===== config.mk =====
export PLATFORM = sky130hd
export DESIGN_NAME = memc_dma_responder
export DESIGN_NICKNAME = d
export VERILOG_FILES = /design/src/rtl/memc_dma_responder.sv
export SDC_FILE = /design/constraint.sdc
export NUM_CORES = 1
export LEC_CHECK = 0
export ABC_CLOCK_PERIOD_IN_PS = 3600
export BUFFER_PORTS_ARGS = -buffer_cell sky130_fd_sc_hd__buf_4
export CAP_MARGIN = 0
export CORE_MARGIN = 2
export CORE_UTILIZATION = 49
export CTS_BUF_LIST = sky130_fd_sc_hd__clkbuf_4 sky130_fd_sc_hd__clkbuf_8
export CTS_CLUSTER_SIZE = 16
export DETAILED_ROUTE_END_ITERATION = 6
export GPL_TIMING_DRIVEN = 1
export PLACE_DENSITY = 0.76
export SYNTH_ARGS = -nofsm -noshare
export SYNTH_HDL_FRONTEND = slang
export SYNTH_SLANG_ARGS = --single-unit
export TNS_END_PERCENT = 10

===== constraint.sdc =====
create_clock -name clk -period 3.6 [get_ports clk]
set_clock_uncertainty 0.2 [all_clocks]
set_input_delay 0.72 -clock clk [delete_from_list [all_inputs] [get_ports clk]]
set_output_delay 0.72 -clock clk [all_outputs]
set_load 0.02 [all_outputs]

===== src/rtl/memc_dma_responder.sv =====
// memc_dma_responder
//
// Memory-controller responder for one PE lane's DMA stream-0 port. DMA write
// and read requests are issued to a single-ported SRAM bank that has a fixed
// read latency. Read data returns in order through a small FIFO. Reads are
// credited at issue, so the FIFO cannot overflow. On request, the bank is handed
// to the SIMD load/store unit once all DMA traffic in flight has drained.
//
// Handshake semantics (all request channels): a request transfers in the cycle
// where valid and ready are both high. Ready never depends on the address or
// data of the same channel. read_ready does look at write_valid, because
// writes win the single SRAM port. The return channel has no ready. The DMA
// side raises read_pause instead. read_data_valid means "this beat is taken
// now", and the FIFO head stays stable while paused.
//
// Ports
//   clk, reset_poweron           single clock, synchronous active-high reset
//   dma__memc__write_*           write request (valid/address/data)
//   memc__dma__write_ready       write accepted when valid & ready
//   dma__memc__read_valid/_address  read request
//   dma__memc__read_pause        DMA cannot take return data this cycle
//   memc__dma__read_ready        read accepted when valid & ready
//   memc__dma__read_data(_valid) return beat (FIFO head)
//   ldst__memc__request/released load/store arbitration
//   memc__ldst__granted          bank owned by load/store
//   memc__sram__*                SRAM strobe, direction, address, write data
//   sram__memc__read_data        SRAM data, valid MEM_LAT cycles after strobe
//   dbg_state                    current arbitration state (DMA/DRAIN/LDST)

module memc_dma_responder #(
  parameter int ADDR_WIDTH    = 24,
  parameter int DATA_WIDTH    = 32,
  parameter int MEM_LAT       = 2,
  parameter int RD_FIFO_DEPTH = 4
) (
  input  logic                  clk,
  input  logic                  reset_poweron,
  input  logic                  dma__memc__write_valid,
  input  logic [ADDR_WIDTH-1:0] dma__memc__write_address,
  input  logic [DATA_WIDTH-1:0] dma__memc__write_data,
  output logic                  memc__dma__write_ready,
  input  logic                  dma__memc__read_valid,
  input  logic [ADDR_WIDTH-1:0] dma__memc__read_address,
  input  logic                  dma__memc__read_pause,
  output logic                  memc__dma__read_ready,
  output logic [DATA_WIDTH-1:0] memc__dma__read_data,
  output logic                  memc__dma__read_data_valid,
  input  logic                  ldst__memc__request,
  input  logic                  ldst__memc__released,
  output logic                  memc__ldst__granted,
  output logic                  memc__sram__enable,
  output logic                  memc__sram__write,
  output logic [ADDR_WIDTH-1:0] memc__sram__address,
  output logic [DATA_WIDTH-1:0] memc__sram__write_data,
  input  logic [DATA_WIDTH-1:0] sram__memc__read_data,
  output logic [1:0]            dbg_state
);

  localparam int PTR_W = $clog2(RD_FIFO_DEPTH);
  localparam int CNT_W = $clog2(RD_FIFO_DEPTH + 1);

  typedef enum logic [1:0] {
    ST_DMA   = 2'd0,
    ST_DRAIN = 2'd1,
    ST_LDST  = 2'd2
  } state_t;

  state_t               state_q, state_d;
  logic                 rearb_hold_q;
  logic [CNT_W-1:0]     outstanding_q;
  logic [MEM_LAT-1:0]   rd_vld_q;
  logic [DATA_WIDTH-1:0] fifo_mem [RD_FIFO_DEPTH];
  logic [PTR_W-1:0]     wr_ptr_q, rd_ptr_q;
  logic [CNT_W-1:0]     fifo_cnt_q;

  logic wr_accept, rd_accept, push, pop, fifo_empty, drain_done;

  assign fifo_empty = (fifo_cnt_q == '0);
  assign wr_accept  = dma__memc__write_valid & memc__dma__write_ready;
  assign rd_accept  = dma__memc__read_valid & memc__dma__read_ready;
  // The oldest stage of the valid pipe lines up with SRAM data.
  assign push       = rd_vld_q[MEM_LAT-1];
  assign pop        = memc__dma__read_data_valid;

  // Drain completes when the last outstanding beat leaves this cycle. No new
  // reads can be accepted outside DMA, so only the pop matters here.
  assign drain_done = (outstanding_q == '0) ||
                      ((outstanding_q == CNT_W'(1)) && pop);

  assign dbg_state = state_q;

  // Arbitration state machine: next state and handshake outputs
  always_comb begin
    state_d                = state_q;
    memc__dma__write_ready = 1'b0;
    memc__dma__read_ready  = 1'b0;
    memc__ldst__granted    = 1'b0;
    case (state_q)
      ST_DMA: begin
        memc__dma__write_ready = 1'b1;
        memc__dma__read_ready  = !dma__memc__write_valid &&
                                 (outstanding_q < CNT_W'(RD_FIFO_DEPTH));
        // A request still high right after a release is held off one cycle.
        if (ldst__memc__request && !rearb_hold_q) state_d = ST_DRAIN;
      end
      ST_DRAIN: begin
        if (drain_done) state_d = ST_LDST;
      end
      ST_LDST: begin
        memc__ldst__granted = 1'b1;
        if (ldst__memc__released) state_d = ST_DMA;
      end
      default: state_d = ST_DMA;
    endcase
    // Outputs show their reset values while reset is applied.
    if (reset_poweron) begin
      memc__dma__write_ready = 1'b0;
      memc__dma__read_ready  = 1'b0;
      memc__ldst__granted    = 1'b0;
    end
  end

  // SRAM strobe: writes and reads pass straight through in the accept cycle.
  always_comb begin
    memc__sram__enable     = 1'b0;
    memc__sram__write      = 1'b0;
    memc__sram__address    = '0;
    memc__sram__write_data = '0;
    if (wr_accept) begin
      memc__sram__enable     = 1'b1;
      memc__sram__write      = 1'b1;
      memc__sram__address    = dma__memc__write_address;
      memc__sram__write_data = dma__memc__write_data;
    end else if (rd_accept) begin
      memc__sram__enable     = 1'b1;
      memc__sram__address    = dma__memc__read_address;
    end
  end

  // Return path: head of FIFO, zero when empty so the bus is quiet.
  always_comb begin
    memc__dma__read_data_valid = !reset_poweron && !fifo_empty &&
                                 !dma__memc__read_pause;
    memc__dma__read_data       = '0;
    if (!reset_poweron && !fifo_empty) memc__dma__read_data = fifo_mem[rd_ptr_q];
  end

  always_ff @(posedge clk) begin
    if (reset_poweron) begin
      state_q       <= ST_DMA;
      rearb_hold_q  <= 1'b0;
      outstanding_q <= '0;
      rd_vld_q      <= '0;
      wr_ptr_q      <= '0;
      rd_ptr_q      <= '0;
      fifo_cnt_q    <= '0;
    end else begin
      state_q       <= state_d;
      rearb_hold_q  <= (state_q == ST_LDST) && ldst__memc__released;
      // Credits are taken at issue and returned on delivery.
      outstanding_q <= outstanding_q + CNT_W'(rd_accept) - CNT_W'(pop);
      rd_vld_q      <= (rd_vld_q << 1) | MEM_LAT'(rd_accept);
      if (push) wr_ptr_q <= wr_ptr_q + PTR_W'(1);
      if (pop)  rd_ptr_q <= rd_ptr_q + PTR_W'(1);
      case ({push, pop})
        2'b10:   fifo_cnt_q <= fifo_cnt_q + CNT_W'(1);
        2'b01:   fifo_cnt_q <= fifo_cnt_q - CNT_W'(1);
        default: fifo_cnt_q <= fifo_cnt_q;
      endcase
    end
  end

  // FIFO storage needs no reset; occupancy gates every use of it.
  always_ff @(posedge clk) begin
    if (push) fifo_mem[wr_ptr_q] <= sram__memc__read_data;
  end

endmodule


==> results.py <==
metrics = {
    "drt": {
        "dr_wl_met3_microns": 994,
        "wirelength_microns": 14310,
        "top_layer_used": "met4",
        "antenna_left": 0,
        "drc_errors": 0,
        "wl_per_cell_microns": 18.90,
        "wl_met2_microns": 7656,
        "num_vias": 3921,
        "drtIter0Drc": 258,
        "dr.pass1.iters": 4,
        "wl_met1_microns": 5236,
        "vias_per_cell": 5.180,
    },
    "place": {
        "dp.cells": 726,
        "dpl.hpwl_microns": 9980,
        "port_buffers": 214,
        "gp_congestion": 0.8804,
    },
    "synth": {
        "ys_ff_latch": 145,
        "synth-edff-count": 128,
        "synthMuxAreaShare": 0.1182,
        "ys_top_cells_by_count": "edfxtp_1 (128), nor2b_1 (36), and3_1 (33)",
        "synth_top_cell_area_share": 0.6216,
        "ys_types": 33,
        "synth_ff_type": "edfxtp_1",
        "synth-simple-area-share": 0.09531,
        "synth-compound-area-share": 0.04877,
        "syn_area_sq_mm": 0.006183,
        "synthTopCellsByArea": "edfxtp_1 (62%), mux4_2 (12%), dfxtp_1 (5.5%)",
        "synth-seq-area-share": 0.6766,
        "yosysMostFrequentCell": "edfxtp_1",
        "synth_cells": 358,
        "synth_fa_ha_area_frac": 0.02064,
        "yosysTopAreaCell": "edfxtp_1",
        "synth-xor-area-share": 0.005666,
        "async_flop_share": 0,
        "syn_nets": 486,
        "ys_warn_count": 0,
        "synth_area_per_cell_sq_um": 17.27,
        "synth_top_family_by_area": "multiplexers",
    },
    "cells_and_area": {
        "n_antenna_cell": 0,
        "fill_cells": 880,
        "nets": 701,
        "layout.cells.non_filler": 757,
        "final_util": 0.6687,
        "drive_gt1_frac": 0.4940,
        "areaGrowthSynthToFinish_pct": 34.80,
    },
    "clock_network": {
        "clk_pin_slew_ps": 70,
        "cts_sinks": 145,
        "cts_tree": "done",
        "hold_buffers": 0,
        "cts_inserted_buffers": 17,
        "clock_latency_ps": 420,
        "cts.repair.resized": 0,
        "cts.path.max_buffers": 2,
        "postCtsSetupRepairBufs": 0,
        "h-tree-depth": 4,
        "root_buffer": "clkbuf_8",
    },
    "power": {
        "power_density_mw_per_mm2": 448.7,
        "internal_power_uw": 2923,
        "leakage_uw": 0.003306,
        "peakVddDrop_mv": 0.2318,
        "switching_power_uw": 817.2,
        "p_comb_frac": 0.129,
        "power.share.clock": 0.372,
        "power.total_uw": 3740,
        "swShare": 0.2185,
        "seq_power_share": 0.500,
    },
    "timing": {
        "timing.final.max_slew_violations": 0,
        "setup_viol": 0,
        "rsz0062_at_grt": "false",
        "max_freq_ghz": 0.3189,
        "finalHoldViolations": 0,
        "finalCritPeriodShare": 0.8711,
        "setup_tns_ps": 0,
        "period_needed_ps": 3136,
        "maxSlewHeadroom": 0.4090,
        "worst_slew_pin_slew_ps": 886.4,
    },
    "critical_path": {
        "crit_path_end_kind": "primary output",
        "worstSetupPathType": "reg -> out",
        "critPathMaxFanout": 20,
        "worstSetupStartpointType": "flip-flop",
        "critPathArrivalTime_ps": 2220,
        "crit_required_ps": 2680,
    },
    "grt": {
        "grt_usage": 0.2092,
        "antenna_found_initial": 0,
        "grt_max_degree": 36,
        "grt_pass1_vias": 3967,
        "grt-ovfl-total": 0,
        "grt_pass1_wl_microns": 20560,
    },
    "run_status": {
        "status": "finished, final reports clean",
    },
    "floorplan": {
        "die_w_microns": 116.3,
        "dieArea_sq_mm": 0.01353,
        "die_height_microns": 116.3,
        "ios": 215,
        "start_util": 0.4960,
        "core_sq_mm": 0.01247,
        "rows": 41,
    },
    "min_path": {
        "hold_path_class": "reg -> reg",
    },
    "job": {
        "cap_viol_max_count": 0,
    },
}
-- cell families after synthesis --
logic type               after synthesis
adder cells (fa/ha/maj)                9
buffers and inverters                 35
XOR/XNOR                               4
AO/OA/AOI/OAI                         36
flip-flops                           145
multiplexers                          33
AND/OR/NAND/NOR                       96
-- final cells by class --
type                            count  area (sq um)  area share
Tap cell                          172         215.2     0.02582
Multi-Input combinational cell    178          1789      0.2147
Timing Repair Buffer              220          1664      0.1996
Sequential cell                   145          4187      0.5023
Clock buffer                       19         249.0     0.02987
Inverter                           11         41.29    0.004953
Clock inverter                     12         190.2     0.02282
-- registers in the layout (all words and copies together) (netlist names), named ones only --
signal and cells:
rd_vld_q 2, wr_ptr_q 2, outstanding_q 3, fifo_mem 128, rearb_hold_q 1, dbg_state 2
fifo_cnt_q 3, rd_ptr_q 2
-- power by group through the flow --
stage,combinational [uW],sequential (uW),clock (uW)
4_1_cts,485,1870,1420
5_1_grt,512,1870,1480
3_5_place_dp,484,1910,0
6_report,482,1870,1390
2_1_floorplan,247,1900,0
3_3_place_gp,476,1900,0
-- critical path, cell delays in order, from the launching register on --
cell     delay, ps
dfxtp_2        670
buf_12         280
mux4_2         520
nor2b_1        150
buf_4          170
-- path summary, 6_finish.rpt --
check | start | end | slack [ps] | cells after the start
worst max-delay path | flip-flop | memc__dma__read_data[31] | 460 | 4
worst min-delay path | rd_vld_q[0]$_SDFF_PP0_ | rd_vld_q[1]$_SDFF_PP0_ | 240 | 1
worst max register to register | fifo_cnt_q[0]$_SDFFE_PP0P_ | outstanding_q[2]$_SDFF_PP0_ | 1120 | 11
worst min register to register | rd_vld_q[0]$_SDFF_PP0_ | rd_vld_q[1]$_SDFF_PP0_ | 240 | 1
-- metal layers --
metal,GRT usage,up-vias
met4,0.08730,0
li1,-,1832
met5,0,-
met1,0.2305,1897
met2,0.3733,166
met3,0.06746,26
-- placed cells by master, fill, tap and decap left out, drive strengths merged, types with 2 or more instances in the layout --
| cell | netlist | routed |
|---|---|---|
| a21oi | 2 | 2 |
| a22o | 24 | 24 |
| and2 | 8 | 8 |
| and3 | 33 | 33 |
| buf | 17 | 220 |
| bufinv | 0 | 5 |
| clkbuf | 7 | 19 |
| clkinv | 0 | 5 |
| clkinvlp | 0 | 2 |
| dfxtp | 17 | 17 |
| edfxtp | 128 | 128 |
| fa | 2 | 2 |
| ha | 7 | 7 |
| inv | 11 | 11 |
| mux4 | 32 | 32 |
| nor2 | 11 | 11 |
| nor2b | 36 | 36 |
| nor3 | 3 | 3 |
| o21ai | 2 | 2 |
| o31ai | 3 | 3 |
| xor2 | 3 | 3 |
-- through the flow --
step                      area, sq um  hold WS (ps)  setup slack, ps
final                            8335         238.0            463.9
after global routing             8335         263.7            287.3
after CTS                        8335         238.8            361.1
after detailed placement         7896         221.2            601.1
after global placement           7896         217.7            653.7
after floorplan                  6183         213.8            458.8
No activity file was read; power rests on OpenSTA's default activity.
